==> src/rtl/wb_initiator_pkg.sv <==
// Shared types and constants for the Wishbone register-bus initiator.
package wb_initiator_pkg;

    // Transfer sequencer states: waiting for a command, bus cycle open, response pending.
    typedef enum logic [1:0] {
        IDLE = 2'd0,
        BUS  = 2'd1,
        RESP = 2'd2
    } wb_state_t;

    // Byte-select width of the fabric register bus.
    localparam int WB_BE_W = 4;

    // Read data reported when a transfer times out or is rejected.
    localparam logic [31:0] WB_TIMEOUT_RD_VALUE = 32'hBADFABAC;

endpackage

==> src/rtl/wb_ack_watchdog.sv <==
// Counts bus cycles spent waiting for an acknowledge and flags expiry.
module wb_ack_watchdog
    import wb_initiator_pkg::*;
#(
    parameter int TIMEOUT_CYCLES = 15
) (
    input  logic clk,
    input  logic rst,
    input  logic clear,
    input  logic enable,
    output logic expire
);

    localparam int CW = (TIMEOUT_CYCLES > 0) ? $clog2(TIMEOUT_CYCLES + 1) : 1;
    localparam logic [CW-1:0] LAST = (TIMEOUT_CYCLES > 0) ? CW'(TIMEOUT_CYCLES - 1) : '0;

    logic [CW-1:0] cnt;

    // Wait counter: cleared when a transfer starts, advances on each un-acknowledged cycle.
    always_ff @(posedge clk) begin
        if (rst || clear) begin
            cnt <= '0;
        end else if (enable) begin
            cnt <= cnt + CW'(1);
        end
    end

    // Expire on the edge where the count would reach TIMEOUT_CYCLES; a zero timeout never expires.
    always_comb begin
        expire = 1'b0;
        if (TIMEOUT_CYCLES != 0) begin
            expire = enable && (cnt == LAST);
        end
    end

endmodule

==> src/rtl/wb_initiator_seq.sv <==
// Single-transfer Wishbone initiator: command in, one bus cycle, response out.
module wb_initiator_seq
    import wb_initiator_pkg::*;
#(
    parameter int                    APERWIDTH        = 17,
    parameter int                    DATAWIDTH        = 32,
    parameter int                    TIMEOUT_CYCLES   = 15,
    parameter logic [DATAWIDTH-1:0]  TIMEOUT_RD_VALUE = DATAWIDTH'(WB_TIMEOUT_RD_VALUE)
) (
    input  logic                 WB_CLK,
    input  logic                 WB_RST,
    input  logic                 cmd_valid,
    output logic                 cmd_ready,
    input  logic                 cmd_we,
    input  logic [APERWIDTH-1:0] cmd_addr,
    input  logic [WB_BE_W-1:0]   cmd_be,
    input  logic [DATAWIDTH-1:0] cmd_wdata,
    output logic                 rsp_valid,
    input  logic                 rsp_ready,
    output logic [DATAWIDTH-1:0] rsp_rdata,
    output logic                 rsp_err,
    output logic [APERWIDTH-1:0] WBs_ADR,
    output logic                 WBs_CYC,
    output logic                 WBs_STB,
    output logic                 WBs_WE,
    output logic                 WBs_RD,
    output logic [WB_BE_W-1:0]   WBs_BYTE_STB,
    output logic [DATAWIDTH-1:0] WBs_WR_DAT,
    input  logic [DATAWIDTH-1:0] WBs_RD_DAT,
    input  logic                 WBs_ACK
);

    wb_state_t state, state_n;

    logic                 cmd_ready_n;
    logic                 rsp_valid_n;
    logic [DATAWIDTH-1:0] rsp_rdata_n;
    logic                 rsp_err_n;
    logic [APERWIDTH-1:0] adr_n;
    logic                 cyc_n;
    logic                 stb_n;
    logic                 we_n;
    logic                 rd_n;
    logic [WB_BE_W-1:0]   be_n;
    logic [DATAWIDTH-1:0] wdat_n;

    logic accept;
    logic ack_seen;
    logic wd_enable;
    logic wd_expire;

    assign accept    = cmd_valid && cmd_ready;
    assign ack_seen  = WBs_ACK && WBs_STB;
    assign wd_enable = (state == BUS) && !ack_seen;

    wb_ack_watchdog #(
        .TIMEOUT_CYCLES(TIMEOUT_CYCLES)
    ) u_watchdog (
        .clk   (WB_CLK),
        .rst   (WB_RST),
        .clear (accept),
        .enable(wd_enable),
        .expire(wd_expire)
    );

    // State and every output are registered; reset clears all of them, cmd_ready included.
    always_ff @(posedge WB_CLK) begin
        if (WB_RST) begin
            state        <= IDLE;
            cmd_ready    <= 1'b0;
            rsp_valid    <= 1'b0;
            rsp_rdata    <= '0;
            rsp_err      <= 1'b0;
            WBs_ADR      <= '0;
            WBs_CYC      <= 1'b0;
            WBs_STB      <= 1'b0;
            WBs_WE       <= 1'b0;
            WBs_RD       <= 1'b0;
            WBs_BYTE_STB <= '0;
            WBs_WR_DAT   <= '0;
        end else begin
            state        <= state_n;
            cmd_ready    <= cmd_ready_n;
            rsp_valid    <= rsp_valid_n;
            rsp_rdata    <= rsp_rdata_n;
            rsp_err      <= rsp_err_n;
            WBs_ADR      <= adr_n;
            WBs_CYC      <= cyc_n;
            WBs_STB      <= stb_n;
            WBs_WE       <= we_n;
            WBs_RD       <= rd_n;
            WBs_BYTE_STB <= be_n;
            WBs_WR_DAT   <= wdat_n;
        end
    end

    // Next state and next output values; handshake flags follow the state being entered.
    always_comb begin
        state_n     = state;
        rsp_rdata_n = rsp_rdata;
        rsp_err_n   = rsp_err;
        adr_n       = WBs_ADR;
        cyc_n       = WBs_CYC;
        stb_n       = WBs_STB;
        we_n        = WBs_WE;
        rd_n        = WBs_RD;
        be_n        = WBs_BYTE_STB;
        wdat_n      = WBs_WR_DAT;

        case (state)
            IDLE: begin
                if (accept) begin
                    if (cmd_be != '0) begin
                        adr_n   = cmd_addr;
                        be_n    = cmd_be;
                        wdat_n  = cmd_wdata;
                        cyc_n   = 1'b1;
                        stb_n   = 1'b1;
                        we_n    = cmd_we;
                        rd_n    = !cmd_we;
                        state_n = BUS;
                    end else begin
                        rsp_err_n   = 1'b1;
                        rsp_rdata_n = TIMEOUT_RD_VALUE;
                        state_n     = RESP;
                    end
                end
            end
            BUS: begin
                // Acknowledge takes priority over a watchdog expiry on the same edge.
                if (ack_seen) begin
                    rsp_rdata_n = WBs_WE ? '0 : WBs_RD_DAT;
                    rsp_err_n   = 1'b0;
                    cyc_n       = 1'b0;
                    stb_n       = 1'b0;
                    we_n        = 1'b0;
                    rd_n        = 1'b0;
                    be_n        = '0;
                    state_n     = RESP;
                end else if (wd_expire) begin
                    rsp_rdata_n = TIMEOUT_RD_VALUE;
                    rsp_err_n   = 1'b1;
                    cyc_n       = 1'b0;
                    stb_n       = 1'b0;
                    we_n        = 1'b0;
                    rd_n        = 1'b0;
                    be_n        = '0;
                    state_n     = RESP;
                end
            end
            RESP: begin
                if (rsp_valid && rsp_ready) begin
                    state_n = IDLE;
                end
            end
            default: begin
                state_n = IDLE;
            end
        endcase

        cmd_ready_n = (state_n == IDLE);
        rsp_valid_n = (state_n == RESP);
    end

endmodule
==> config.mk <==
export PLATFORM = sky130hd
export DESIGN_NAME = wb_initiator_seq
export DESIGN_NICKNAME = d
export VERILOG_FILES = /design/src/rtl/wb_initiator_pkg.sv /design/src/rtl/wb_ack_watchdog.sv /design/src/rtl/wb_initiator_seq.sv
export SDC_FILE = /design/constraint.sdc
export NUM_CORES = 1
export LEC_CHECK = 0
export CORE_MARGIN = 2
export CORE_UTILIZATION = 40
export DETAILED_ROUTE_END_ITERATION = 6
export GPL_TIMING_DRIVEN = 0
export PLACE_DENSITY = 0.78
export SLEW_MARGIN = 40
export SYNTH_ARGS = -nofsm -noshare
export SYNTH_HDL_FRONTEND = slang
export SYNTH_SLANG_ARGS = --single-unit
==> constraint.sdc <==
create_clock -name WB_CLK -period 2.7 [get_ports WB_CLK]
set_input_delay 0.27 -clock WB_CLK [delete_from_list [all_inputs] [get_ports WB_CLK]]
set_output_delay 0.27 -clock WB_CLK [all_outputs]
set_load 0.02 [all_outputs]
# Word level (Yosys, flattened, before mapping)
# Index checks and enable logic that the tools add are counted.
# W data, S select, Z words.
# totals
elab_cells,69
output_inout_bits,92
reg_bits,97
inputBits,91
# classes
add_sub_neg,1
mux,33
n_eq_ne,8
n_reduce_logical,15
# op_table
op,count
$mux W32,5
$pmux W32 S2,1
$mux W4,4
$mux W1,12
$mux W2,5
$pmux W1 S2,4
$pmux W4 S2,1
$reduce_and A4 Y1,2
$pmux W2 S3,1
$logic_and A1 B1 Y1,5
$add A4 B1 Y4 const B,1
$eq A2 B2 Y1 const B,2
$eq A4 B4 Y1 const B,1
$logic_not A2 Y1,2
$ne A2 B2 Y1 const B,2
$reduce_bool A4 Y1,1
$ne A3 B2 Y1 const B,1
$reduce_and A3 Y1,1
$eq A2 B1 Y1 const B,1
$logic_not A1 Y1,2
$ne A2 B1 Y1 const B,1
$reduce_bool A2 Y1,1
$logic_or A1 B1 Y1,1

# Logic depth before layout (Yosys ltp)
# Gate-level depths: netlist of run 1.
# depth
depth_word,8
mapped_depth,7
ltp_nobuf,6

# Modules after synthesis
# Synthesis of run 1 repeated with hierarchy kept, for this count alone.
# unflattened
cells_unflattened,416
area_unflattened_um2,3788.6
# by_module_without_submodules
mod,cells_per_inst,area_per_inst_um2,seq_area_each_um2,instances
wb_initiator_seq,397,3588.4,1861.8,1
wb_ack_watchdog,19,200.2,80.1,1

# Least setup slack after synthesis of run 1
# Ideal clock, no wire load.
# synth_path
kind,register -> register
startpoint,register cmd_ready
endpoint,register WBs_ADR[10]
path_buffers,2
setup_slack_ns,1.074
synth_period_minus_slack_ns,1.626
t_required_ns,2.568
arrival_ns,1.494
setup_time_ns,0.132
path_stages_with_launch,7
cell_sequence,dfxtp_1 > nand2_1 > or4_1 > buf_2 > buf_4 > nand2_1 > a21oi_1
# synth_between
elab_chain_len,2
# synth_rtl
item,line_no,rtl
"start, declared",wb_initiator_seq.sv:13,"output logic cmd_ready,"
"start signal, assigned",wb_initiator_seq.sv:83,cmd_ready <= cmd_ready_n;
$logic_and A1 B1 Y1,wb_initiator_seq.sv:52,assign accept = cmd_valid && cmd_ready;
$reduce_and A3 Y1 (no source line),n/a,
"end signal, assigned",wb_initiator_seq.sv:87,WBs_ADR <= adr_n;
"end, declared",wb_initiator_seq.sv:22,"output logic [APERWIDTH-1:0] WBs_ADR,"
# No other way between the ends.
# A chain may end at the register's enable or synchronous reset.

# Worst setup path in the final report of run 1
# layout_path
startpoint,input cmd_valid
endpoint,register WBs_WR_DAT[19]
# layout_between
elab_chain_len,2
# layout_rtl
item,line_no,rtl
"start, declared",wb_initiator_seq.sv:12,"input logic cmd_valid,"
$logic_and A1 B1 Y1,wb_initiator_seq.sv:52,
$reduce_and A3 Y1 (no source line),n/a,
"end signal, assigned",wb_initiator_seq.sv:93,WBs_WR_DAT <= wdat_n;
"end, declared",wb_initiator_seq.sv:28,"output logic [DATAWIDTH-1:0] WBs_WR_DAT,"
# No other way between the ends.

==> results of run 1 <==
-- layout make-up --
cell class,instances,area share
Buffer,31,0.0275
Clock buffer,10,0.0240
Clock inverter,6,0.0114
Inverter,2,0.00131
Multi-Input combinational cell,273,0.257
Sequential cell,97,0.339
Tap cell,108,0.0236
Timing Repair Buffer,181,0.316
-- cells in the mapped netlist (4+ instances only) --
cell      count
a21oi_1      73
clkbuf_1     18
nand2_1     101
buf_4         5
a22o_1       16
o21a_1       21
buf_2         6
nand2b_1     22
dfxtp_1      97
nor2_1        8
nand3_1       4
-- sequential cells by signal, summed over array words and instances (netlist names), 2 cells and up --
| register | count |
|---|---|
| WBs_BYTE_STB | 4 |
| state | 2 |
| WBs_ADR | 17 |
| u_watchdog.cnt | 4 |
| rsp_rdata | 32 |
| WBs_WR_DAT | 32 |
-- routing by layer --
| metal | up-vias | wire (um) |
|---|---|---|
| li1 | 1735 | - |
| met1 | 1620 | 4320 |
| met2 | 124 | 5090 |
| met3 | 20 | 600 |
| met4 | 0 | 247 |
| met5 | - | 0 |
-- worst max-delay path by stage --
stage,start,end
2_1_floorplan,cmd_ready,WBs_ADR[10]
3_3_place_gp,cmd_valid,cmd_ready
3_5_place_dp,cmd_valid,WBs_WR_DAT[22]
4_1_cts,cmd_ready,WBs_WR_DAT[26]
5_1_grt,cmd_ready,WBs_WR_DAT[28]
6_report,cmd_valid,WBs_WR_DAT[19]
-- report_power, final --
group          total, uW  switching [uW]  internal, uW
logic                705             338           367
registers           1580            53.3          1520
clock network        960             504           456
total               3240             895          2350
-- metrics by stage --
stage	worst slack (ns)	util	cell area, um^2
2_1_floorplan	1.07	-	3580
3_3_place_gp	0.516	0.634	5530
3_5_place_dp	0.494	0.634	5530
4_1_cts	0.864	0.657	5730
5_1_grt	0.661	0.657	5730
6_report	0.904	0.657	5730
-- critical path: stages --
cell and delay [ns]:
clkdlybuf4s50_1 0.49, nand2_1 0.11, nor4_2 0.52, clkbuf_1 0.40
nand2_1 0.11, a21oi_1 0.16
-- kinds of logic (layout without fill, tap and decap cells) --
| kind of cell | Yosys count | count (layout) | share of synthesized area |
|---|---|---|---|
| adders and majority gates | 2 | 2 | 0.00698 |
| buffers and inverters | 33 | 230 | 0.0461 |
| AOI/OAI and AO/OA | 119 | 119 | 0.203 |
| DFF | 97 | 97 | 0.542 |
| and+or+nand+nor | 149 | 149 | 0.195 |
| xor gates and xnor gates | 3 | 3 | 0.00734 |
==> flow_summary.toml, run 1 <==
[cts]
cts_max_level = 3
cts_tree = "built"
cts.clk_slew.worst_paths_ns = 0.09
clk_latency_ns = 0.36
cts_resized = 0
cts_sinks = 97
root_buffer = "clkbuf_8"
clk_path_buf_depth = 2
numCtsBuffers = 9
hold_buffers = 0
postCtsSetupBuffers = 0

[floorplanning]
rows = 34
die-area_um2 = 9730
die_w_um = 98.6
die_h_um = 98.6
start_util = 0.411
fp.coreArea_um2 = 8720
boundaryPins = 183

[timing]
period_needed_ns = 1.80
rsz0062_at_grt = "no"
relSlewSlack = 0.612
min_period_over_period = 0.665
maxSlewViolCount = 0
worst_pin_slew_ns = 0.578
fmax_mhz = 557
finalSetupTns_ns = 0
holdWs_ns = 0.407
setup_viol = 0
final_hold_viol_count = 0
fin_skew_ns = 0.0173

[final_layout]
instances_no_fill = 708
drive_gt1_frac = 0.0583
layout.nets = 688
multi_input_area_um2 = 1480
fill_cells = 747
area_growth_syn_to_layout_pct = 60.0
register_area_um2 = 1940
layout_commonest_cell = "clkdlybuf4s50_1"
most-common-layout-cells = "181 x clkdlybuf4s50_1, 101 x nand2_1, 97 x dfxtp_1, 73 x a21oi_1, 22 x nand2b_1"
antennaDiodeCount = 0

[setup_path]
crit_arrival_ns = 2.07
r2r_start = "cmd_ready"
crit_path_end_kind = "flip-flop"
regToRegSetupSlack_ns = 0.93
path_max_fanout = 10
crit_required_ns = 2.97
r2r_end = "WBs_WR_DAT[19]"
worstSetupPathType = "in -> reg"
worst_setup_path_start_kind = "primary input"
reg2regPathDepth = 5

[global_routing]
top_usage_layer = "met2"
antenna_found_initial = 0
met3_usage = 0.0468
grt_overflow = 0
use_met2 = 0.368
met1_usage = 0.243
grt_max_degree = 17
grt_pass1_wl_um = 16500
grt_pass1_vias = 3478
grt.total_usage = 0.209

[placement]
placed_cells = 692
dp_hpwl_um = 7770
place.gp.congestion = 0.803
io_buffers = 181

[detailed_routing]
drtIter0Drc = 69
drtPass1Iterations = 4
drtAntennaViolNets = 0
wirelength_um = 10200
drc_errors = 0
vias = 3499
routed_via_density = 4.94
wl_per_cell_um = 14.5

[yosys]
synth_edf_count = 0
syn_area_per_cell_um2 = 8.89
yosysSeqAreaShare = 0.542
synth_area_leaders = "dfxtp_1 54%, nand2_1 11%, a21oi_1 10%, o21a_1 4.4%, a22o_1 3.9%"
synth_flop_cell = "dfxtp_1"
synthDistinctLibCells = 36
synthArstFlopShare = 0
yosys.area.top_type_share = 0.542
ys_warn_count = 0
yosys.area.top_type = "dfxtp_1"
post_synth_inst_count = 403
synth_fp_nets = 496
syn-cell-area_um2 = 3580
synth_seq_cells = 97

[power]
vdd_drop_max_mv = 0.302
power_leakage_uw = 0.00212
power.density_nw_per_um2 = 565
p_total_uw = 3240

[hold_path]
min_from = "WB_RST"
hold_path.class = "in -> reg"
min_to = "WBs_RD"
holdPathStages = 3

[run_status]
outcome = "completed"

[run]
drv_cap = 0
Note: power is estimated with default switching activity, not from simulation.
==> run 2: changes to the inputs <==
--- a/config.mk
+++ b/config.mk
@@ -6,10 +6,10 @@
 export NUM_CORES = 1
 export LEC_CHECK = 0
 export CORE_MARGIN = 2
-export CORE_UTILIZATION = 40
+export CORE_UTILIZATION = 36
 export DETAILED_ROUTE_END_ITERATION = 6
 export GPL_TIMING_DRIVEN = 0
-export PLACE_DENSITY = 0.78
+export PLACE_DENSITY = 0.74
 export SLEW_MARGIN = 40
 export SYNTH_ARGS = -nofsm -noshare
 export SYNTH_HDL_FRONTEND = slang
==> constraint.sdc (replaced) <==
create_clock -name WB_CLK -period 1.52 [get_ports WB_CLK]
set_input_delay 0.152 -clock WB_CLK [delete_from_list [all_inputs] [get_ports WB_CLK]]
set_output_delay 0.152 -clock WB_CLK [all_outputs]
set_load 0.02 [all_outputs]
==> run 2 against run 1 <==
Effect of this change:
- wire length rose by 9.9%
- sequential share of layout area fell by 2.1 points
- highest routed layer unchanged
- total power rose by 77%
- flip-flop and latch count did not move
- hold slack got worse by 0.27 ns
- the flow now finishes with violations (negative setup slack)
- largest power group unchanged
- critical path depth rose by 1
- sequential power rose by 77%
==> flow_summary.toml, run 2 (same netlist as run 1, synthesis figures left out) <==
[run_status]
outcome = "finished, violations left"
violations = "negative setup slack"

[setup_path]
worst_setup_path_start_kind = "flip-flop"
crit_path_end_kind = "flip-flop"
r2r_start = "u_watchdog.cnt[0]"
regToRegSetupSlack_ns = -0.02
crit_required_ns = 1.83
path_max_fanout = 5
worstSetupPathType = "reg -> reg"
max_stage_delay_ns = 0.35
crit_chain = "inv_2 > ha_4 > nand3_4 > a31oi_4 > and2_4 > clkbuf_16 > o21a_1"
slowest_stage = "dfxtp_2"
crit_arrival_ns = 1.85
reg2regPathDepth = 7
r2r_end = "rsp_rdata[13]"

[final_layout]
fill_cells = 812
instances_no_fill = 746
top_regs = "WBs_WR_DAT: 32 flops, rsp_rdata: 32 flops, WBs_ADR: 17 flops"
antennaDiodeCount = 0
layout.nets = 701
area_growth_syn_to_layout_pct = 71.3
most-common-layout-cells = "158 x clkdlybuf4s50_1, 98 x nand2_1, 93 x dfxtp_1, 67 x a21oi_1, 22 x nand2b_1"
drive_gt1_frac = 0.122
register_area_um2 = 1950
multi_input_area_um2 = 1600
layout_commonest_cell = "clkdlybuf4s50_1"

[run]
drv_cap = 0

[cts]
root_buffer = "clkbuf_8"
hold_buffers = 0
cts_tree = "built"
clk_latency_ns = 0.36
numCtsBuffers = 9
cts.clk_slew.worst_paths_ns = 0.10
cts_sinks = 97
clk_path_buf_depth = 2
cts_max_level = 3

[timing]
worst_pin_slew_ns = 0.628
min_period_over_period = 1.01
setup_viol = 17
maxSlewViolCount = 0
finalSetupTns_ns = -0.170
rsz0062_at_grt = "yes"
fmax_mhz = 650
period_needed_ns = 1.54
holdWs_ns = 0.135
final_hold_viol_count = 0
fin_skew_ns = 0.0185
timing.final.ws_setup_ns = -0.0189
relSlewSlack = 0.581

[global_routing]
grt.total_usage = 0.186
grt_pass1_vias = 3278
antenna_found_initial = 0
grt_pass1_wl_um = 16200
grt_max_degree = 17
grt_overflow = 0

[placement]
dp_hpwl_um = 7910
place.gp.congestion = 0.785
placed_cells = 717
io_buffers = 181

[hold_path]
min_to = "WBs_BYTE_STB[2]"
holdPathStages = 2
min_from = "cmd_be[2]"
hold_path.class = "in -> reg"

[power]
vdd_drop_max_mv = 0.495
power_leakage_uw = 0.00256
power.density_nw_per_um2 = 933
p_total_uw = 5720

[floorplanning]
die_w_um = 104
rows = 36
die-area_um2 = 10800
start_util = 0.368
die_h_um = 104
fp.coreArea_um2 = 9730
boundaryPins = 183

[detailed_routing]
drtPass1Iterations = 4
wl_per_cell_um = 15.1
wirelength_um = 11300
drtAntennaViolNets = 0
routed_via_density = 4.79
vias = 3572
drtIter0Drc = 130
drc_errors = 0
run 2: final cells by class:
type / instances / share of cell area
timing repair buffer: 195 / 0.332
multi-input combinational: 274 / 0.260
clock buffer: 11 / 0.0214
inverter: 2 / 0.00122
clock inverter: 5 / 0.00653
buffer: 29 / 0.0338
sequential: 97 / 0.318
tap: 133 / 0.0271
run 2: how the worst max path moves through the flow:
stage | start | endpoint | slack, ns | cells after the start
after floorplan | cmd_ready | WBs_ADR[10] | 0.03 | 6
after global placement | cmd_valid | WBs_WR_DAT[26] | -0.56 | 6
after detailed placement | cmd_valid | WBs_WR_DAT[24] | -0.67 | 6
after CTS | state[0] | WBs_ADR[6] | -0.002 | 6
after global routing | u_watchdog.cnt[0] | rsp_rdata[13] | -0.07 | 7
final | u_watchdog.cnt[0] | rsp_rdata[13] | -0.02 | 7
run 2: worst max-delay path: cells and delay by family (launching register included):
| kind | cells | cell delay (ns) |
|---|---|---|
| AOI/OAI and AO/OA | 2 | 0.41 |
| buffers and inverters | 2 | 0.23 |
| and+or+nand+nor | 2 | 0.38 |
| DFF | 1 | 0.35 |
| adders and majority gates | 1 | 0.13 |
run 2: where the power goes:
group | internal, uW | switching [uW] | leakage (uW) | total (uW)
clock network | 605 | 889 | 0.0000762 | 1490
logic | 756 | 670 | 0.00169 | 1430
registers | 2710 | 96.5 | 0.000792 | 2800
total | 4070 | 1660 | 0.00256 | 5720
run 2: per-stage QoR:
stage | instance area [um^2] | setup slack (ns) | util
final | 6140 | -0.0189 | 0.631
after global routing | 6140 | -0.0664 | 0.631
after CTS | 5840 | -0.00155 | 0.600
after global placement | 5560 | -0.555 | 0.572
after detailed placement | 5560 | -0.666 | 0.572
after floorplan | 3590 | 0.0301 | -
run 2: routing by layer:
metal  vias up  part of all wire  track usage
met2       113              0.49        0.325
met3        18             0.053       0.0403
met1      1668              0.44        0.228
met5         -                 0            0
met4         0             0.018       0.0637
li1       1773                 -            -
run 2: what timing repair did:
action | CTS | global route
setup endpoints to repair | 91 | 102
pin swaps | 2 | 10
gates cloned | 1 | 8
buffers inserted | 2 | 4
gates resized for setup | 32 | 57
